`src/rtl/sram_queue_ctrl_if.sv`:
```
// Bundle of the queue-side handshake and the external 1R1W SRAM port signals.
// master is the controller's view; slave is the producer/consumer/SRAM side.
interface sram_queue_ctrl_if #(
  parameter int WIDTH  = 32,
  parameter int ADDR_W = 10
);
  logic                  enq_valid;
  logic                  enq_ready;
  logic [WIDTH-1:0]      enq_bits;

  logic                  deq_valid;
  logic                  deq_ready;
  logic [WIDTH-1:0]      deq_bits;

  logic [ADDR_W+1:0]     count;

  logic                  W0_en;
  logic [ADDR_W-1:0]     W0_addr;
  logic [WIDTH-1:0]      W0_data;
  logic [WIDTH/8-1:0]    W0_mask;

  logic                  R0_en;
  logic [ADDR_W-1:0]     R0_addr;
  logic [WIDTH-1:0]      R0_data;

  modport master (
    input  enq_valid, enq_bits, deq_ready, R0_data,
    output enq_ready, deq_valid, deq_bits, count,
           W0_en, W0_addr, W0_data, W0_mask, R0_en, R0_addr
  );

  modport slave (
    output enq_valid, enq_bits, deq_ready, R0_data,
    input  enq_ready, deq_valid, deq_bits, count,
           W0_en, W0_addr, W0_data, W0_mask, R0_en, R0_addr
  );
endinterface

```
`src/rtl/sram_queue_ctrl.sv`:
```
// Ready/valid FIFO built on an external 1R1W SRAM with 1-cycle read latency.
// A 2-entry output buffer hides the read latency; near-empty words bypass the SRAM.
module sram_queue_ctrl #(
  parameter int WIDTH  = 32,
  parameter int ADDR_W = 10,
  parameter int DEPTH  = 1024
) (
  input  logic             clock,
  input  logic             reset,
  sram_queue_ctrl_if.master bus
);
  localparam int CNT_W = ADDR_W + 1;

  logic [ADDR_W-1:0] wr_ptr_q, wr_ptr_d;
  logic [ADDR_W-1:0] rd_ptr_q, rd_ptr_d;
  logic [CNT_W-1:0]  sram_cnt_q, sram_cnt_d;
  logic              inflight_q, inflight_d;
  logic [WIDTH-1:0]  obuf_q [2];
  logic [WIDTH-1:0]  obuf_d [2];
  logic [1:0]        ob_cnt_q, ob_cnt_d;

  logic              enq_ready_w;
  logic              deq_valid_w;
  logic              enq_fire;
  logic              deq_fire;
  logic [1:0]        ob_after_deq;
  logic [2:0]        occ;
  logic              bypass;
  logic              sram_wr;
  logic              issue;
  logic [WIDTH-1:0]  append_data;

  assign enq_ready_w  = !reset && (sram_cnt_q != CNT_W'(DEPTH));
  assign deq_valid_w  = !reset && (ob_cnt_q != 2'd0);
  assign enq_fire     = bus.enq_valid && enq_ready_w;
  assign deq_fire     = deq_valid_w && bus.deq_ready;

  assign ob_after_deq = ob_cnt_q - {1'b0, deq_fire};
  assign occ          = {1'b0, ob_cnt_q} + {2'b0, inflight_q};

  // Bypass only when nothing older sits in the SRAM or the read pipeline.
  assign bypass  = enq_fire && (sram_cnt_q == '0) && !inflight_q && (ob_after_deq < 2'd2);
  assign sram_wr = enq_fire && !bypass;

  // Keep buffered + in-flight words at most 2 so every capture has a slot.
  assign issue = !reset && (sram_cnt_q != '0) &&
                 ((occ <= 3'd1) || ((occ == 3'd2) && deq_fire));

  assign append_data = inflight_q ? bus.R0_data : bus.enq_bits;

  always_comb begin
    obuf_d   = obuf_q;
    ob_cnt_d = ob_after_deq;
    if (deq_fire) begin
      obuf_d[0] = obuf_q[1];
    end
    // Capture and bypass are mutually exclusive: bypass needs !inflight.
    if (inflight_q || bypass) begin
      if (ob_after_deq == 2'd0) begin
        obuf_d[0] = append_data;
      end else begin
        obuf_d[1] = append_data;
      end
      ob_cnt_d = ob_after_deq + 2'd1;
    end
  end

  assign wr_ptr_d   = wr_ptr_q + ADDR_W'(sram_wr);
  assign rd_ptr_d   = rd_ptr_q + ADDR_W'(issue);
  assign sram_cnt_d = sram_cnt_q + CNT_W'(sram_wr) - CNT_W'(issue);
  assign inflight_d = issue;

  always_ff @(posedge clock) begin
    if (reset) begin
      wr_ptr_q   <= '0;
      rd_ptr_q   <= '0;
      sram_cnt_q <= '0;
      inflight_q <= 1'b0;
      obuf_q[0]  <= '0;
      obuf_q[1]  <= '0;
      ob_cnt_q   <= '0;
    end else begin
      wr_ptr_q   <= wr_ptr_d;
      rd_ptr_q   <= rd_ptr_d;
      sram_cnt_q <= sram_cnt_d;
      inflight_q <= inflight_d;
      obuf_q     <= obuf_d;
      ob_cnt_q   <= ob_cnt_d;
    end
  end

  assign bus.enq_ready = enq_ready_w;
  assign bus.deq_valid = deq_valid_w;
  assign bus.deq_bits  = obuf_q[0];
  assign bus.count     = {1'b0, sram_cnt_q} + (ADDR_W+2)'(inflight_q) + (ADDR_W+2)'(ob_cnt_q);

  assign bus.W0_en   = sram_wr;
  assign bus.W0_addr = wr_ptr_q;
  assign bus.W0_data = bus.enq_bits;
  assign bus.W0_mask = '1;

  assign bus.R0_en   = issue;
  assign bus.R0_addr = rd_ptr_q;
endmodule
```
`src/flat_wrapper.sv`:
```
// flat-port wrapper written by rule: the top's interface ports become plain ports
module sram_queue_ctrl_flat 
#(
  parameter int WIDTH  = 32,
  parameter int ADDR_W = 10,
  parameter int DEPTH  = 1024
)
  (clock, reset, bus_enq_valid, bus_enq_bits, bus_deq_ready, bus_R0_data, bus_enq_ready, bus_deq_valid, bus_deq_bits, bus_count, bus_W0_en, bus_W0_addr, bus_W0_data, bus_W0_mask, bus_R0_en, bus_R0_addr);
  sram_queue_ctrl_if #(.WIDTH(WIDTH), .ADDR_W(ADDR_W)) bus_i ();
  input  logic clock;
  input  logic reset;
  input wire logic [$bits(bus_i.enq_valid)-1:0] bus_enq_valid;
  input wire logic [$bits(bus_i.enq_bits)-1:0] bus_enq_bits;
  input wire logic [$bits(bus_i.deq_ready)-1:0] bus_deq_ready;
  input wire logic [$bits(bus_i.R0_data)-1:0] bus_R0_data;
  output wire logic [$bits(bus_i.enq_ready)-1:0] bus_enq_ready;
  output wire logic [$bits(bus_i.deq_valid)-1:0] bus_deq_valid;
  output wire logic [$bits(bus_i.deq_bits)-1:0] bus_deq_bits;
  output wire logic [$bits(bus_i.count)-1:0] bus_count;
  output wire logic [$bits(bus_i.W0_en)-1:0] bus_W0_en;
  output wire logic [$bits(bus_i.W0_addr)-1:0] bus_W0_addr;
  output wire logic [$bits(bus_i.W0_data)-1:0] bus_W0_data;
  output wire logic [$bits(bus_i.W0_mask)-1:0] bus_W0_mask;
  output wire logic [$bits(bus_i.R0_en)-1:0] bus_R0_en;
  output wire logic [$bits(bus_i.R0_addr)-1:0] bus_R0_addr;
  assign bus_i.enq_valid = bus_enq_valid;
  assign bus_i.enq_bits = bus_enq_bits;
  assign bus_i.deq_ready = bus_deq_ready;
  assign bus_i.R0_data = bus_R0_data;
  assign bus_enq_ready = bus_i.enq_ready;
  assign bus_deq_valid = bus_i.deq_valid;
  assign bus_deq_bits = bus_i.deq_bits;
  assign bus_count = bus_i.count;
  assign bus_W0_en = bus_i.W0_en;
  assign bus_W0_addr = bus_i.W0_addr;
  assign bus_W0_data = bus_i.W0_data;
  assign bus_W0_mask = bus_i.W0_mask;
  assign bus_R0_en = bus_i.R0_en;
  assign bus_R0_addr = bus_i.R0_addr;
  sram_queue_ctrl #(.WIDTH(WIDTH), .ADDR_W(ADDR_W), .DEPTH(DEPTH)) u_core (.clock(clock), .reset(reset), .bus(bus_i));
endmodule
```
`config.mk`:
```
export PLATFORM = sky130hd
export DESIGN_NAME = sram_queue_ctrl_flat
export DESIGN_NICKNAME = d
export VERILOG_FILES = /design/src/rtl/sram_queue_ctrl_if.sv /design/src/rtl/sram_queue_ctrl.sv /design/src/flat_wrapper.sv
export SDC_FILE = /design/constraint.sdc
export NUM_CORES = 1
export LEC_CHECK = 0
export ABC_AREA = 0
export BUFFER_PORTS_ARGS = -buffer_cell sky130_fd_sc_hd__buf_2
export CAP_MARGIN = 30
export CORE_UTILIZATION = 57
export CTS_CLUSTER_DIAMETER = 30
export DETAILED_ROUTE_END_ITERATION = 8
export PLACE_DENSITY = 0.87
export SLEW_MARGIN = 0
export SYNTH_ARGS = -nofsm -noshare
export SYNTH_HDL_FRONTEND = slang
export SYNTH_SLANG_ARGS = --single-unit
```
`constraint.sdc`:
```
create_clock -name clock -period 6.15 [get_ports clock]
set_clock_uncertainty 0.15 [all_clocks]
set_input_delay 0.9225 -clock clock [delete_from_list [all_inputs] [get_ports clock]]
set_output_delay 0.9225 -clock clock [all_outputs]
set_load 0.05 [all_outputs]
```
==> reports/qor.yml, run 1 <==
sta:
  min_period_ps: 4750
  relSlewSlack: 0.393
  slew_viol_final: 0
  timing_hold_violations_final: 0
  fin_ws_ps: 1400
  worst_slew_pin_slew_ps: 911
  period_share: 0.772
  fmax_mhz: 211
  setup_viol: 0
  tns_ps: 0
  rsz0062_at_grt: "no"
critical_path:
  critPathLaunchType: "input port"
  crit_path_max_incr_delay_ps: 450
  crit_end: "u_core.sram_cnt_q[8]"
  crit_top_cell: "inv_1"
  crit_start: "reset"
  r2r-end: "u_core.sram_cnt_q[8]"
  crit_arrival_ps: 4850
  crit_required_ps: 6250
  ff2ff_setup_slack_ps: 1450
  worstPathCellList: "buf_4 -> or3b_2 -> buf_4 -> inv_1 -> ha_1 -> xor2_1 -> nor2_1 -> o21ai_0 -> and2_1 -> inv_1 -> ha_1 -> inv_1 -> ha_1 -> inv_1 -> fa_1 -> nor2b_1 -> o21ai_0 -> o21ai_0 -> o311ai_0 -> mux2_2"
  cp-end-kind: "register"
  path_class: "input port to register"
  crit_family: "compound AO/OA/AOI/OAI gates"
  crit_path_top_delay_cell: "or3b_2"
  reg2reg_from: "u_core.ob_cnt_q[1]"
  cp.depth: 20
  reg2regPathDepth: 20
  crit_fanout: 34
  path_buf_inv: 6
die:
  core_um2: 9820
  die-height_um: 103
  fp-row-count: 36
  io_pins: 172
  die_w_um: 103
  die_area_um2: 10600
  start_util: 0.590
clock_tree:
  cts_tree: "built"
  cts_root_buffer: "clkbuf_8"
  clk_latency_ps: 370
  clockBufferDepth: 2
  hold_buffers: 0
  cts_setup_buffers: 0
  cts.sinks: 98
  cts.clk_slew.worst_paths_ps: 80
  cts.htree.levels: 3
  cts_resized: 0
  numCtsBuffers: 9
synth:
  synth.avg_cell_area_um2: 9.58
  synth_area_um2: 5790
  ys_seq_area_frac: 0.339
  async_flop_share: 0
  yosysWarnings: 0
  ys.flop_type: "dfxtp_1"
  ys_ff_latch: 98
  synth-edff-count: 0
  yosysUniqueCellTypes: 45
  syn_inst: 605
final_layout:
  final_common_cell: "buf_2"
  n_antenna_cell: 0
  instances_no_fill: 832
  multi_input_area_um2: 3040
  final_cell_mix: "166 x buf_2, 97 x nor2_1, 97 x dfxtp_1"
  utilization: 0.647
  n_fill_cell: 829
  regArea_um2: 1960
  drive_above_1_share: 0.319
  nets: 800
  area_growth_pct: 9.59
drt:
  finalWirelength_um: 11400
  vias_per_cell: 5.21
  post_drt_wl_per_cell_um: 13.7
  drtIter0Drc: 138
  first_pass_iters: 4
  vias: 4331
  antenna_left: 0
  drc: 0
run:
  cap_violations: 0
place:
  place_hpwl_um: 8460
  numPortBuffers: 167
  place_congestion: 0.882
  place_inst: 816
  dp_slack_ps: 1090
global_routing:
  track_usage: 0.220
  grt_max_degree: 106
  grt_pass1_wl_um: 18300
  overflow: 0
  antenna_found_initial: 0
  grt_pass1_vias: 4183
pwr:
  pwr_density_cell_nw_per_um2: 551
  finalPower_uw: 3500
  peakVddDrop_mv: 0.258
  leakage_uw: 0.00327
worst_hold_path:
  hold_path.class: "register to register"
status:
  status: "complete, no violations"
how the worst min path moves through the flow:
| stage | cells after the start | slack, ps | from | to |
|---|---|---|---|---|
| finish | 2 | 350 | u_core.obuf_q[31] | u_core.obuf_q[31] |
| detailed placement | 2 | 340 | u_core.obuf_q[24] | u_core.obuf_q[24] |
| global placement | 2 | 330 | u_core.obuf_q[20] | u_core.obuf_q[20] |
| floorplan | 2 | 330 | u_core.obuf_q[0] | u_core.obuf_q[0] |
| global route | 2 | 380 | u_core.obuf_q[31] | u_core.obuf_q[31] |
| CTS | 2 | 350 | u_core.obuf_q[31] | u_core.obuf_q[31] |
cell type report:
cell class / count / area share
Clock buffer: 11 / 0.0223
Clock inverter: 4 / 0.00414
Inverter: 28 / 0.0166
Multi-Input combinational cell: 385 / 0.479
Sequential cell: 98 / 0.309
Tap cell: 133 / 0.0262
Timing Repair Buffer: 173 / 0.143
routing by layer:
layer  track usage  part of all wire  vias up
met2         0.391              0.52      122
li1              -                 -     2151
met4         0.118             0.027        0
met1         0.257              0.42     2024
met5             0                 0        -
met3        0.0278             0.037       34
metrics by stage:
stage	hold slack (ps)	area [um^2]
final	351	6350
after global routing	375	6350
after CTS	353	6330
after detailed placement	342	6160
after global placement	334	6140
after floorplan	327	5810
flip-flops by register name, summed over array words and instances, names as in the netlist:
signal               count
u_core.bus.deq_bits     32
u_core.bus.R0_addr      10
u_core.obuf_q           32
u_core.sram_cnt_q       11
u_core.ob_cnt_q          2
u_core.bus.W0_addr      10
u_core.inflight_q        1
synthesized netlist by cell type, types with 8 or more instances:
| cell type | n | area share |
|---|---|---|
| mux2_4 | 20 | 0.052 |
| dfxtp_1 | 98 | 0.34 |
| ha_1 | 34 | 0.073 |
| nor2_1 | 97 | 0.063 |
| buf_4 | 73 | 0.095 |
| nand3_1 | 14 | 0.012 |
| a211oi_1 | 34 | 0.044 |
| nor2b_1 | 14 | 0.015 |
| xnor2_1 | 17 | 0.026 |
| clkbuf_1 | 9 | 0.0058 |
| xor2_1 | 15 | 0.023 |
| buf_2 | 8 | 0.0069 |
| mux2i_1 | 64 | 0.11 |
| inv_1 | 27 | 0.017 |
| mux2_2 | 8 | 0.016 |
power breakdown:
group          switching [uW]  internal [uW]
clock network             220            156
registers                 156            867
logic                    1300            801
total                    1670           1820
logic make-up after synthesis:
group | synth area share
fa+ha+maj | 0.0838
buf+inv | 0.139
simple gates | 0.120
xor+xnor | 0.0484
compound gates | 0.0780
other cells | 0.000647
mux | 0.192
flops | 0.339
worst register-to-register path, delay by kind of cell, from the launching register on:
family                     cells  cell delay (ps)
xor gates and xnor gates       1              260
DFF                            1              500
and+or+nand+nor                5              910
muxes                          1              370
AOI/OAI and AO/OA              4              990
adders and majority gates      4              800
buffers and inverters          5              610
Note: power is estimated with default switching activity, not from simulation.
==> run 2, diff against run 1 <==
--- a/config.mk
+++ b/config.mk
@@ -8,10 +8,10 @@
 export ABC_AREA = 0
 export BUFFER_PORTS_ARGS = -buffer_cell sky130_fd_sc_hd__buf_2
 export CAP_MARGIN = 30
-export CORE_UTILIZATION = 57
+export CORE_UTILIZATION = 47
 export CTS_CLUSTER_DIAMETER = 30
 export DETAILED_ROUTE_END_ITERATION = 8
-export PLACE_DENSITY = 0.87
+export PLACE_DENSITY = 0.77
 export SLEW_MARGIN = 0
 export SYNTH_ARGS = -nofsm -noshare
 export SYNTH_HDL_FRONTEND = slang
==> constraint.sdc (replaced) <==
create_clock -name clock -period 4 [get_ports clock]
set_clock_uncertainty 0.15 [all_clocks]
set_input_delay 0.6 -clock clock [delete_from_list [all_inputs] [get_ports clock]]
set_output_delay 0.6 -clock clock [all_outputs]
set_load 0.05 [all_outputs]
==> reports/qor.yml, run 2 (same netlist as run 1, synthesis figures left out) <==
place:
  place_hpwl_um: 8630
  dp_slack_ps: -45.3
  place_congestion: 0.834
  numPortBuffers: 167
  dpl_cell_area_um2: 6280
final_layout:
  utilization: 0.548
  n_fill_cell: 1063
  nets: 804
  fin_area_um2: 6580
  area_growth_pct: 13.5
  drive_above_1_share: 0.338
  final_cell_mix: "166 x buf_2, 97 x nor2_1, 97 x dfxtp_1"
  final_common_cell: "buf_2"
  n_antenna_cell: 0
critical_path:
  ff2ff_setup_slack_ps: 220
  crit_fanout: 3
  path_class: "register to register"
  reg2regPathDepth: 19
  critPathLaunchType: "register"
  crit_required_ps: 4070
  cp-end-kind: "register"
  crit_arrival_ps: 3860
  reg2reg_from: "u_core.ob_cnt_q[0]"
  r2r-end: "u_core.sram_cnt_q[8]"
global_routing:
  grt_pass1_wl_um: 19300
  overflow: 0
  grt_max_degree: 105
  antenna_found_initial: 0
  grt_pass1_vias: 4150
  track_usage: 0.190
drt:
  first_pass_iters: 4
  post_drt_wl_per_cell_um: 14.1
  drtIter0Drc: 172
  antenna_left: 0
  drc: 0
  vias_per_cell: 5.08
  vias: 4319
  finalWirelength_um: 12000
sta:
  min_period_ps: 3780
  period_share: 0.946
  setup_viol: 0
  fmax_mhz: 264
  fin_ws_ps: 218
  worst_slew_pin_slew_ps: 633
  slew_viol_final: 0
  rsz0062_at_grt: "no"
  timing_hold_violations_final: 0
  whs_ps: 347
  relSlewSlack: 0.578
worst_hold_path:
  holdPathEnd: "u_core.obuf_q[11]"
  min_from: "u_core.obuf_q[11]"
  hold-path-cell-count: 2
  hold_path.class: "register to register"
clock_tree:
  cts.sinks: 98
  clk_latency_ps: 340
  cts_setup_buffers: 0
  cts_root_buffer: "clkbuf_16"
  numCtsBuffers: 9
  cts_tree: "built"
  cts.clk_slew.worst_paths_ps: 60
  hold_buffers: 0
  clockBufferDepth: 2
  cts_resized: 0
  cts.htree.levels: 3
die:
  core_um2: 12000
  start_util: 0.482
  die_w_um: 113
  die_area_um2: 12800
  fp-row-count: 40
  io_pins: 172
  die-height_um: 113
pwr:
  peakVddDrop_mv: 0.500
  pwr_density_cell_nw_per_um2: 862
  finalPower_uw: 5670
  leakage_uw: 0.00335
status:
  status: "complete, no violations"
run:
  cap_violations: 0
run 2: worst max-delay path by stage:
stage / to / slack [ps] / cells after the start / startpoint
floorplan: u_core.sram_cnt_q[8] / -30 / 20 / reset
global placement: u_core.sram_cnt_q[8] / 90 / 16 / reset
detailed placement: u_core.sram_cnt_q[8] / -50 / 19 / reset
CTS: u_core.sram_cnt_q[8] / 210 / 19 / u_core.ob_cnt_q[0]
global route: u_core.sram_cnt_q[10] / 30 / 19 / u_core.ob_cnt_q[0]
finish: u_core.sram_cnt_q[8] / 220 / 19 / u_core.ob_cnt_q[0]
run 2: layer usage:
layer,track usage,wire length (um),vias up,part of all wire
met2,0.343,6110,129,0.51
met5,0,0,-,0
met4,0.0728,193,0,0.016
li1,-,-,2156,-
met1,0.225,5240,2019,0.44
met3,0.0316,440,15,0.037
run 2: final cells by class:
class,count,area (um^2),area share
timing repair buffer,177,958,0.146
multi-input combinational,385,3090,0.470
sequential,98,1960,0.298
clock inverter,4,26.3,0.00399
tap,147,184,0.0280
clock buffer,12,246,0.0375
inverter,28,108,0.0164
run 2: power breakdown:
group / leakage (uW) / switching (uW) / internal [uW]
registers: 0.000803 / 239 / 1330
logic: 0.00241 / 2010 / 1280
clock network: 0.000133 / 360 / 439
run 2: worst max-delay path, stage by stage (launching register included):
cell and delay, ps:
dfxtp_1 360, nor2_1 80, or3b_4 430, inv_4 70, ha_4 130, xor2_2 160, nor2_1 60, o21ai_1 160
and2_4 170, inv_2 30, ha_1 270, inv_1 40, ha_2 170, inv_2 60, fa_2 200, nor2b_1 60
o21ai_1 240, o21ai_1 150, o311ai_1 330, mux2_2 370
run 2: metrics by stage:
step                      TNS, ps  cells
after CTS                       0    850
after global routing            0    851
after global placement          0    834
final                           0    851
after detailed placement    -60.4    834
after floorplan             -44.4    608
